`src/rtl/kgprisc_pkg.sv`:
```
// Shared KGPRISC definitions: branch condition codes, branch FSM states
// and the sequential fetch increment.
package kgprisc_pkg;

    localparam logic [2:0] COND_NEVER   = 3'b000;
    localparam logic [2:0] COND_ALWAYS  = 3'b001;
    localparam logic [2:0] COND_SIGN    = 3'b010;
    localparam logic [2:0] COND_ZERO    = 3'b011;
    localparam logic [2:0] COND_NZERO   = 3'b100;
    localparam logic [2:0] COND_CARRY   = 3'b101;
    localparam logic [2:0] COND_NCARRY  = 3'b110;
    localparam logic [2:0] COND_CALL    = 3'b111;

    localparam logic [31:0] PC_INC = 32'd4;

    typedef enum logic [0:0] {
        ST_RUN   = 1'b0,
        ST_FLUSH = 1'b1
    } bsq_state_e;

endpackage

```
`src/rtl/branch_sequencer_if.sv`:
```
// Bundle between the core (ALU flags, decoded branch) and the branch
// sequencer (PC, flush, link write, architectural flags).
interface branch_sequencer_if #(
    parameter int PC_W = 32
);
    logic            stall;
    logic            alu_wr;
    logic [31:0]     alu_sum;
    logic            alu_carry;
    logic            br_valid;
    logic [2:0]      br_cond;
    logic [PC_W-1:0] br_target;
    logic [PC_W-1:0] pc;
    logic            flush;
    logic            taken;
    logic            link_we;
    logic [PC_W-1:0] link_pc;
    logic            flag_c;
    logic            flag_z;
    logic            flag_s;

    modport master (
        output stall, alu_wr, alu_sum, alu_carry, br_valid, br_cond, br_target,
        input  pc, flush, taken, link_we, link_pc, flag_c, flag_z, flag_s
    );

    modport slave (
        input  stall, alu_wr, alu_sum, alu_carry, br_valid, br_cond, br_target,
        output pc, flush, taken, link_we, link_pc, flag_c, flag_z, flag_s
    );
endinterface

```
`src/rtl/branch_cond.sv`:
```
// Combinational branch condition evaluator: decides whether a condition
// code is satisfied by a given set of carry/zero/sign flags.
module branch_cond
    import kgprisc_pkg::*;
(
    input  logic [2:0] i_cond,
    input  logic       i_c,
    input  logic       i_z,
    input  logic       i_s,
    output logic       o_take
);

    // Condition decode
    always_comb begin
        o_take = 1'b0;
        case (i_cond)
            COND_NEVER:  o_take = 1'b0;
            COND_ALWAYS: o_take = 1'b1;
            COND_SIGN:   o_take = i_s;
            COND_ZERO:   o_take = i_z;
            COND_NZERO:  o_take = ~i_z;
            COND_CARRY:  o_take = i_c;
            COND_NCARRY: o_take = ~i_c;
            COND_CALL:   o_take = 1'b1;
            default:     o_take = 1'b0;
        endcase
    end

endmodule

```
`src/rtl/branch_sequencer.sv`:
```
// Branch sequencer: architectural flag register with same-cycle forwarding,
// RUN/FLUSH control FSM, program counter and call link registers.
module branch_sequencer
    import kgprisc_pkg::*;
#(
    parameter int              PC_W     = 32,
    parameter logic [PC_W-1:0] RESET_PC = '0
) (
    input  logic                clk,
    input  logic                rst,
    branch_sequencer_if.slave   bus
);

    bsq_state_e      r_state;
    bsq_state_e      w_state_nxt;
    logic [PC_W-1:0] r_pc;
    logic            r_flush;
    logic            r_taken;
    logic            r_link_we;
    logic [PC_W-1:0] r_link_pc;
    logic            r_flag_c;
    logic            r_flag_z;
    logic            r_flag_s;

    logic            w_in_c;
    logic            w_in_z;
    logic            w_in_s;
    logic            w_ev_c;
    logic            w_ev_z;
    logic            w_ev_s;
    logic            w_cond_ok;
    logic            w_run_go;
    logic            w_take;
    logic [PC_W-1:0] w_pc_inc;

    logic [PC_W-1:0] w_pc_nxt;
    logic            w_flush_nxt;
    logic            w_taken_nxt;
    logic            w_link_we_nxt;
    logic [PC_W-1:0] w_link_pc_nxt;
    logic            w_flag_c_nxt;
    logic            w_flag_z_nxt;
    logic            w_flag_s_nxt;

    assign w_in_c   = bus.alu_carry;
    assign w_in_z   = (bus.alu_sum == 32'd0);
    assign w_in_s   = bus.alu_sum[31];
    assign w_pc_inc = r_pc + PC_W'(PC_INC);
    assign w_run_go = (r_state == ST_RUN) && !bus.stall;

    // A branch paired with an ALU write sees the flags it is about to produce
    always_comb begin
        if (bus.alu_wr) begin
            w_ev_c = w_in_c;
            w_ev_z = w_in_z;
            w_ev_s = w_in_s;
        end else begin
            w_ev_c = r_flag_c;
            w_ev_z = r_flag_z;
            w_ev_s = r_flag_s;
        end
    end

    branch_cond u_cond (
        .i_cond (bus.br_cond),
        .i_c    (w_ev_c),
        .i_z    (w_ev_z),
        .i_s    (w_ev_s),
        .o_take (w_cond_ok)
    );

    assign w_take = w_run_go && bus.br_valid && w_cond_ok;

    // FSM state register
    always_ff @(posedge clk or negedge rst) begin
        if (!rst) begin
            r_state <= ST_RUN;
        end else begin
            r_state <= w_state_nxt;
        end
    end

    // FSM next-state logic
    always_comb begin
        w_state_nxt = r_state;
        case (r_state)
            ST_RUN:   w_state_nxt = w_take ? ST_FLUSH : ST_RUN;
            ST_FLUSH: w_state_nxt = bus.stall ? ST_FLUSH : ST_RUN;
            default:  w_state_nxt = ST_RUN;
        endcase
    end

    // Next values for PC, link, flush and flag registers
    always_comb begin
        w_pc_nxt      = r_pc;
        w_taken_nxt   = r_taken;
        w_link_we_nxt = 1'b0;
        w_link_pc_nxt = r_link_pc;
        w_flag_c_nxt  = r_flag_c;
        w_flag_z_nxt  = r_flag_z;
        w_flag_s_nxt  = r_flag_s;
        w_flush_nxt   = (w_state_nxt == ST_FLUSH);
        case (r_state)
            ST_RUN: begin
                if (!bus.stall) begin
                    if (bus.alu_wr) begin
                        w_flag_c_nxt = w_in_c;
                        w_flag_z_nxt = w_in_z;
                        w_flag_s_nxt = w_in_s;
                    end else begin
                        w_flag_c_nxt = r_flag_c;
                    end
                    if (w_take) begin
                        w_pc_nxt    = bus.br_target;
                        w_taken_nxt = 1'b1;
                    end else begin
                        w_pc_nxt = w_pc_inc;
                        if (bus.br_valid) begin
                            w_taken_nxt = 1'b0;
                        end else begin
                            w_taken_nxt = r_taken;
                        end
                    end
                    if (w_take && (bus.br_cond == COND_CALL)) begin
                        w_link_we_nxt = 1'b1;
                        w_link_pc_nxt = w_pc_inc;
                    end else begin
                        w_link_we_nxt = 1'b0;
                    end
                end else begin
                    w_pc_nxt = r_pc;
                end
            end
            ST_FLUSH: begin
                // The instruction in the shadow of the branch is squashed
                if (!bus.stall) begin
                    w_pc_nxt = w_pc_inc;
                end else begin
                    w_pc_nxt = r_pc;
                end
            end
            default: begin
                w_pc_nxt = r_pc;
            end
        endcase
    end

    // Datapath registers
    always_ff @(posedge clk or negedge rst) begin
        if (!rst) begin
            r_pc      <= RESET_PC;
            r_flush   <= 1'b0;
            r_taken   <= 1'b0;
            r_link_we <= 1'b0;
            r_link_pc <= '0;
            r_flag_c  <= 1'b0;
            r_flag_z  <= 1'b0;
            r_flag_s  <= 1'b0;
        end else begin
            r_pc      <= w_pc_nxt;
            r_flush   <= w_flush_nxt;
            r_taken   <= w_taken_nxt;
            r_link_we <= w_link_we_nxt;
            r_link_pc <= w_link_pc_nxt;
            r_flag_c  <= w_flag_c_nxt;
            r_flag_z  <= w_flag_z_nxt;
            r_flag_s  <= w_flag_s_nxt;
        end
    end

    assign bus.pc      = r_pc;
    assign bus.flush   = r_flush;
    assign bus.taken   = r_taken;
    assign bus.link_we = r_link_we;
    assign bus.link_pc = r_link_pc;
    assign bus.flag_c  = r_flag_c;
    assign bus.flag_z  = r_flag_z;
    assign bus.flag_s  = r_flag_s;

endmodule

```
`src/flat_wrapper.sv`:
```
// flat-port wrapper written by rule: the top's interface ports become plain ports
module branch_sequencer_flat import kgprisc_pkg::*;
#(
    parameter int              PC_W     = 32,
    parameter logic [PC_W-1:0] RESET_PC = '0
)
  (clk, rst, bus_stall, bus_alu_wr, bus_alu_sum, bus_alu_carry, bus_br_valid, bus_br_cond, bus_br_target, bus_pc, bus_flush, bus_taken, bus_link_we, bus_link_pc, bus_flag_c, bus_flag_z, bus_flag_s);
  branch_sequencer_if #(.PC_W(PC_W)) bus_i ();
  input  logic clk;
  input  logic rst;
  input wire logic [$bits(bus_i.stall)-1:0] bus_stall;
  input wire logic [$bits(bus_i.alu_wr)-1:0] bus_alu_wr;
  input wire logic [$bits(bus_i.alu_sum)-1:0] bus_alu_sum;
  input wire logic [$bits(bus_i.alu_carry)-1:0] bus_alu_carry;
  input wire logic [$bits(bus_i.br_valid)-1:0] bus_br_valid;
  input wire logic [$bits(bus_i.br_cond)-1:0] bus_br_cond;
  input wire logic [$bits(bus_i.br_target)-1:0] bus_br_target;
  output wire logic [$bits(bus_i.pc)-1:0] bus_pc;
  output wire logic [$bits(bus_i.flush)-1:0] bus_flush;
  output wire logic [$bits(bus_i.taken)-1:0] bus_taken;
  output wire logic [$bits(bus_i.link_we)-1:0] bus_link_we;
  output wire logic [$bits(bus_i.link_pc)-1:0] bus_link_pc;
  output wire logic [$bits(bus_i.flag_c)-1:0] bus_flag_c;
  output wire logic [$bits(bus_i.flag_z)-1:0] bus_flag_z;
  output wire logic [$bits(bus_i.flag_s)-1:0] bus_flag_s;
  assign bus_i.stall = bus_stall;
  assign bus_i.alu_wr = bus_alu_wr;
  assign bus_i.alu_sum = bus_alu_sum;
  assign bus_i.alu_carry = bus_alu_carry;
  assign bus_i.br_valid = bus_br_valid;
  assign bus_i.br_cond = bus_br_cond;
  assign bus_i.br_target = bus_br_target;
  assign bus_pc = bus_i.pc;
  assign bus_flush = bus_i.flush;
  assign bus_taken = bus_i.taken;
  assign bus_link_we = bus_i.link_we;
  assign bus_link_pc = bus_i.link_pc;
  assign bus_flag_c = bus_i.flag_c;
  assign bus_flag_z = bus_i.flag_z;
  assign bus_flag_s = bus_i.flag_s;
  branch_sequencer #(.PC_W(PC_W), .RESET_PC(RESET_PC)) u_core (.clk(clk), .rst(rst), .bus(bus_i));
endmodule
```
`config.mk`:
```
export PLATFORM = sky130hd
export DESIGN_NAME = branch_sequencer_flat
export DESIGN_NICKNAME = d
export VERILOG_FILES = /design/src/rtl/kgprisc_pkg.sv /design/src/rtl/branch_sequencer_if.sv /design/src/rtl/branch_cond.sv /design/src/rtl/branch_sequencer.sv /design/src/flat_wrapper.sv
export SDC_FILE = /design/constraint.sdc
export NUM_CORES = 1
export LEC_CHECK = 0
export CORE_AREA = 2 2 97 99
export DETAILED_ROUTE_END_ITERATION = 12
export DIE_AREA = 0 0 99 101
export PLACE_DENSITY = 0.8
export SYNTH_ARGS = -nofsm -noshare
export SYNTH_HDL_FRONTEND = slang
export SYNTH_SLANG_ARGS = --single-unit
```
`constraint.sdc`:
```
create_clock -name clk -period 3.2 [get_ports clk]
set_clock_uncertainty 0.05 [all_clocks]
set_input_delay 0.64 -clock clk [delete_from_list [all_inputs] [get_ports clk]]
set_output_delay 0.64 -clock clk [all_outputs]
set_load 0.005 [all_outputs]
```
* Word level (Yosys, flattened, before mapping) *
Cells that the tools add are included.

storage, ports and cells
  bits of input ports = 73
  flip-flop bits (word level) = 70
  logic and storage cells = 51

cells by class
  mux-type cells = 16
  bitwise gates (word level) = 4
  add/subtract/negate cells = 1
  reductions and logical operators = 13
  equal/unequal tests = 9

operators by type and width
  operator               number
  $mux 32                3
  $pmux 32 s2            1
  $add 32x3->32 const B  1
  $logic_not 32->1       1
  $eq 3x3->1 const B     4
  $mux 1                 10
  $pmux 1 s7             1
  $eq 3x2->1 const B     2
  $reduce_and 3->1       2
  $logic_and 1x1->1      4
  $ne 2x2->1 const B     2
  $not 1->1              4
  $reduce_and 2->1       2
  $eq 3x1->1 const B     1
  $logic_not 3->1        1
  $pmux 1 s2             1
  $reduce_bool 2->1      1
  $reduce_or 2->1        1
  $logic_not 1->1        1

* Logic depth before layout (Yosys ltp) *
  word-level depth = 9
  depth in mapped cells = 10

* Modules after synthesis *
Synthesis repeated with hierarchy kept, for this count alone.

unflattened totals
  cell total of the unflattened synthesis = 422
  area, all modules = 3857.4 µm²

modules (own cells, without submodules)
  module            cells each  instances  area each (µm²)  sequential area each (µm²)
  branch_sequencer  415         1          3806.2           1751.7
  branch_cond       7           1          51.3             0.0

* Least setup slack after synthesis *
No wires, ideal clock.

  kind = input to register
  from = input bus_stall
  to = register u_core.r_link_pc[0] (netlist: u_core.bus.link_pc[0])
  required time = 3025 ps
  buffers on the path = 3
  slack = 560 ps
  stages = 9
  arrival = 2465 ps
  cell sequence = buf_2 nor3b_2 o2111ai_1 or4_1 o211a_1 buf_6 nor2_4 buf_4 mux2_2

between the ends
  word-level cells in the longest chain between the ends = 6

RTL lines
  what                                   RTL line                 RTL
  start: declaration                     flat_wrapper.sv:11       input wire logic [$bits(bus_i.stall)-1:0] bus_stall;
  $logic_not 1->1                        branch_sequencer.sv:49   assign w_run_go = (r_state == ST_RUN) && !bus.stall;
  $logic_and 1x1->1                      branch_sequencer.sv:49
  $logic_and 1x1->1 (2 in series)        branch_sequencer.sv:72   assign w_take = w_run_go && bus.br_valid && w_cond_ok;
  $logic_and 1x1->1                      branch_sequencer.sv:124  if (w_take && (bus.br_cond == COND_CALL)) begin
  $reduce_and 3->1 (no source line) (*)  -
  end signal: assignment                 branch_sequencer.sv:164  r_link_pc <= w_link_pc_nxt;
  end: declaration                       branch_sequencer.sv:20   logic [PC_W-1:0] r_link_pc;

Mark *: on every way between the ends. The rest lies on a longest branch, timed or not.
A chain may end at the register's enable or synchronous reset.

* Worst setup path after layout *
  from = input bus_alu_wr
  to = register u_core.r_pc[11] (netlist: u_core.bus.pc[11])

between the ends
  word-level cells in the longest chain between the ends = 7

RTL lines
  what                          RTL line                              RTL
  start: declaration            flat_wrapper.sv:12                    input wire logic [$bits(bus_i.alu_wr)-1:0] bus_alu_wr;
  $mux 1 (on tied branches)     -
  $not 1->1 (on tied branches)  branch_cond.sv:23, branch_cond.sv:21
  $pmux 1 s7 (*)                branch_cond.sv:16                     case (i_cond)
  $logic_and 1x1->1 (*)         branch_sequencer.sv:72
  $mux 32 (*)                   branch_sequencer.sv:113               if (w_take) begin
  $mux 32 (*)                   branch_sequencer.sv:105               if (!bus.stall) begin
  $pmux 32 s2 (*)               branch_sequencer.sv:103               case (r_state)
  end signal: assignment        branch_sequencer.sv:160               r_pc <= w_pc_nxt;
  end: declaration              branch_sequencer.sv:16                logic [PC_W-1:0] r_pc;

Mark *: on every way between the ends. The rest lies on a longest branch, timed or not. The select of a mux whose other input is x is not followed.

==> results.txt <==
Among all flip-flop cells after synthesis, the most frequent one is dfrtp_1. The arithmetic-cell share of the synthesized area counting full adders, half adders and majority gates works out to 0.003096. The worst-case setup slack after placement was -11.82 ps; the number of buffers between clock root and the deepest sink was 2. Routed length per placed instance: 18.03 um. The post-synthesis net count came out at 465.

The final count of negative-setup-slack endpoints was 0. STA classifies the critical path endpoint as a flip-flop. For flop-to-flop paths, the worst setup slack is 500 ps. Transition time at the pin with the least slew margin: 931.5 ps. The library cells used most frequently in the layout, excluding fill and tap cells, are clkdlybuf4s50_1 (140), dfrtp_1 (70), mux2_2 (41). The tools report the kind of start point of the critical path as an input pin. Most used cell along the critical path: mux2_2.

The path class of the tightest hold or removal check is input pin to async pin. Dividing the detail-routed via count by the number of cells gives 5.722. CTS built an H-tree with a depth of 3. The run gives 2.325 nW as the leakage power of the design. For this run, design rule violations remaining after detail routing come to 0.

For this block, the routed nets add up to 11,540 um of wire. Counting both buffers and inverters, the worst setup path holds a total of 2. The total routing usage reported by global routing is 0.2276, and the port buffer count is 142.

Number of synthesized flops with an enable pin: 0. Leaving out fill and tap cells, the most frequent cell in the layout is clkdlybuf4s50_1. For this run, the slowest stage of the critical path takes 560 ps.

The floorplan step set the die width to 99 um. The run gives 0.4502 as the starting density of the core. The class of the most critical setup path was input pin to flip-flop.

The via count of the first global-routing pass is 3,725. The initial antenna violation count came out at 0. Grouping stages by cell kind, the critical path spends the most delay in buffers and inverters.

The run gives 0.6424 as the share of the core filled with cells. The tools report the number of gates given a new drive strength after cts as 0. The highest-delay cell along the critical path was clkdlybuf4s50_1. The number of placement rows came out at 35. Cell at the root of the clock tree: clkbuf_8. Highest net fanout along the worst path: 33. In this run the remaining antenna-violating nets after routing total 0. By area, the combinational part of the netlist is dominated by simple AND/OR/NAND/NOR gates.

The run finished with clean final reports. The most critical setup path has its startpoint at bus_alu_wr. The final critical-path setup slack was 309.1 ps. Clock latency on the worst-skew pair, taken at its later pin, is 350 ps. The logs give 0.004041 mm^2 for the combined area of all synthesized cells and 0 for the number of pins exceeding their max-slew limit in the final report. Timing would allow up to 0.3459 GHz.

The first TritonRoute pass finished after 4 iterations. The congestion estimate from routability-driven global placement came to 0.8103. The post-synthesis area per instance came out at 10.34 um^2.

TritonCTS built the clock tree. The run gives 70 as the number of sinks driven by the clock tree. The critical path goes through clkdlybuf4s50_1 > mux2_2 > o2111ai_1 > or4_1 > o211a_2 > buf_12 > mux2_2 > o22a_1.

For the hold violation count in the final report, the log shows 0. From synthesis to final layout, the design area changed by 42.69%. The wire-length estimate of the detail-placed layout is 8097 um. The tools report the arrival time reported for the critical path endpoint as 3070 ps. The die covers 0.009999 mm^2. The sequential area share after synthesis is 0.4334. The peak supply drop is 506.4 uV. The routed design could run at a clock period as short as 2891 ps.

The run gives 9 as the number of clock buffers inserted by TritonCTS. Entering global routing, the biggest net connects 71 pins. Synthesis inferred 70 register bits. The count of cells in the finished layout, fillers not included, comes to 640.

Mux share of post-synthesis cell area: 0.1563. For this run, the number of Yosys warnings is 0. The part of the cycle the worst path needs came out at 0.9034. 0 antenna diodes ended up in the layout. The XOR/XNOR share of the synthesized area came out at 0.05851. Reg-to-reg startpoint: u_core.bus.pc[2].

The fraction of final layout cells with drive strength greater than 1 is 0.1588. The max-slew headroom at the worst pin was 0.3790; the number of cells on the worst reg-to-reg path was 7. After the last flow step, the layout net total stands at 598. The number of fill cells in the layout was 693. After clock tree synthesis, the flow added hold-fix buffers numbering 0.

The compound-cell area share of the yosys netlist is 0.1155, and the global-route congestion overflow total is 0. The routed layout has 3,662 vias. The design draws 3.591 mW.

The first global-routing pass estimated 18,090 um of wire. The floorplan step set the die height to 101 um. Counting distinct cell types in the post-synthesis netlist gives 47. Clock transition at the register clock pins on the worst setup and hold paths after CTS: 80 ps.

Max-cap violations in this run came to 0. Data on the critical path is required at its endpoint by 3380 ps. The share of synthesized registers carrying an async set or reset came out at 1.000. In this run the critical register-to-register path is captured at u_core.bus.pc[26]. The cell count after synthesis came out at 391. For the core footprint, the log shows 0.008977 mm^2. Post-CTS timing repair inserted 0 buffers for setup. During I/O placement, the number of pins put on the boundary was 143. Setup repair after global routing left no endpoint under its margin.

The post-synthesis simple-gate area fraction came out at 0.1827. The number of placed instances with taps included was 624; the power per unit of standard cell area was 622.6 mW/mm^2. For this block, the initial DRC count from the detailed router was 185.
-- metal layers --
| metal | global-route usage | part of all wire | vias to the layer above |
|---|---|---|---|
| met2 | 0.3971 | 0.50 | 144 |
| li1 | - | - | 1700 |
| met4 | 0.08430 | 0.019 | 0 |
| met5 | 0 | 0 | - |
| met3 | 0.04924 | 0.075 | 16 |
| met1 | 0.2772 | 0.41 | 1802 |
-- sequential cells by signal (all words and copies together), names as in the netlist --
signal	cells
u_core.r_state	1
u_core.bus.taken	1
u_core.bus.link_we	1
u_core.bus.flag_s	1
u_core.bus.flag_z	1
u_core.bus.link_pc	32
u_core.bus.flag_c	1
u_core.bus.pc	32
-- cell usage after synthesis (all sizes together) (2+ instances only) --
library cell | n | area, um^2
and4 | 2 | 17.52
nand2 | 40 | 150.1
or2 | 2 | 12.51
or4 | 6 | 45.04
o22ai | 2 | 12.51
o2bb2a | 3 | 30.03
inv | 8 | 30.03
o22a | 15 | 131.4
mux2 | 47 | 551.8
o311ai | 2 | 17.52
xnor2 | 22 | 192.7
and3 | 8 | 50.05
nor4 | 11 | 90.08
nor3 | 7 | 35.03
a311oi | 2 | 17.52
mux2i | 8 | 80.08
clkbuf | 11 | 41.29
nand4 | 15 | 93.84
a211o | 6 | 52.55
o21ai | 5 | 25.02
a21oi | 18 | 90.09
nor2 | 8 | 37.54
or3 | 7 | 43.79
dfrtp | 70 | 1752
nand3 | 24 | 120.1
buf | 20 | 128.9
nor3b | 2 | 20.02
xor2 | 5 | 43.79
o21a | 5 | 37.54
-- where the power goes --
part | switching, mW | internal [mW] | total, mW
Clock | 0.345 | 0.457 | 0.802
Combinational | 0.443 | 0.868 | 1.31
Sequential | 0.315 | 1.16 | 1.48
-- logic make-up (layout without fill, tap and decap cells) --
| logic type | Yosys count | count (layout) |
|---|---|---|
| compound gates | 64 | 64 |
| xor+xnor | 27 | 27 |
| fa+ha+maj | 1 | 1 |
| buf+inv | 40 | 178 |
| flops | 70 | 70 |
| mux | 55 | 55 |
| simple gates | 134 | 134 |
-- worst max-delay path by stage --
stage	endpoint	slack [ps]	cells past startpoint
after floorplan	u_core.bus.link_pc[0]	560	9
after global placement	u_core.bus.link_pc[15]	50	8
after detailed placement	u_core.bus.pc[11]	-10	8
after CTS	u_core.bus.pc[11]	340	8
after global routing	u_core.bus.pc[11]	230	8
final	u_core.bus.pc[11]	310	8
-- final cells by class --
cell class | instances | area [um^2] | area share
tap | 111 | 138.9 | 0.02408
sequential | 70 | 1752 | 0.3038
clock buffer | 10 | 137.6 | 0.02387
clock inverter | 6 | 85.08 | 0.01475
multi-input combinational | 281 | 2086 | 0.3617
timing repair buffer | 153 | 1534 | 0.2660
inverter | 9 | 33.78 | 0.005858
-- worst reg2reg max path: stages, from the launching register on --
cell     delay (ps)
dfrtp_1         460
ha_1            290
nand3_1         150
or3_1           440
or4_1           620
or3_1           330
a21oi_1         180
a211o_1         120
-- per-stage QoR --
step                      setup TNS [ps]  hold WS [ps]  cell area, um^2
final                                  0         344.6             5767
after global routing                   0         428.8             5767
after CTS                              0         397.6             5767
after detailed placement          -17.61         434.0             5544
after global placement                 0         422.8             5544
after floorplan                        0         294.4             4041
No activity file was read; power rests on OpenSTA's default activity.
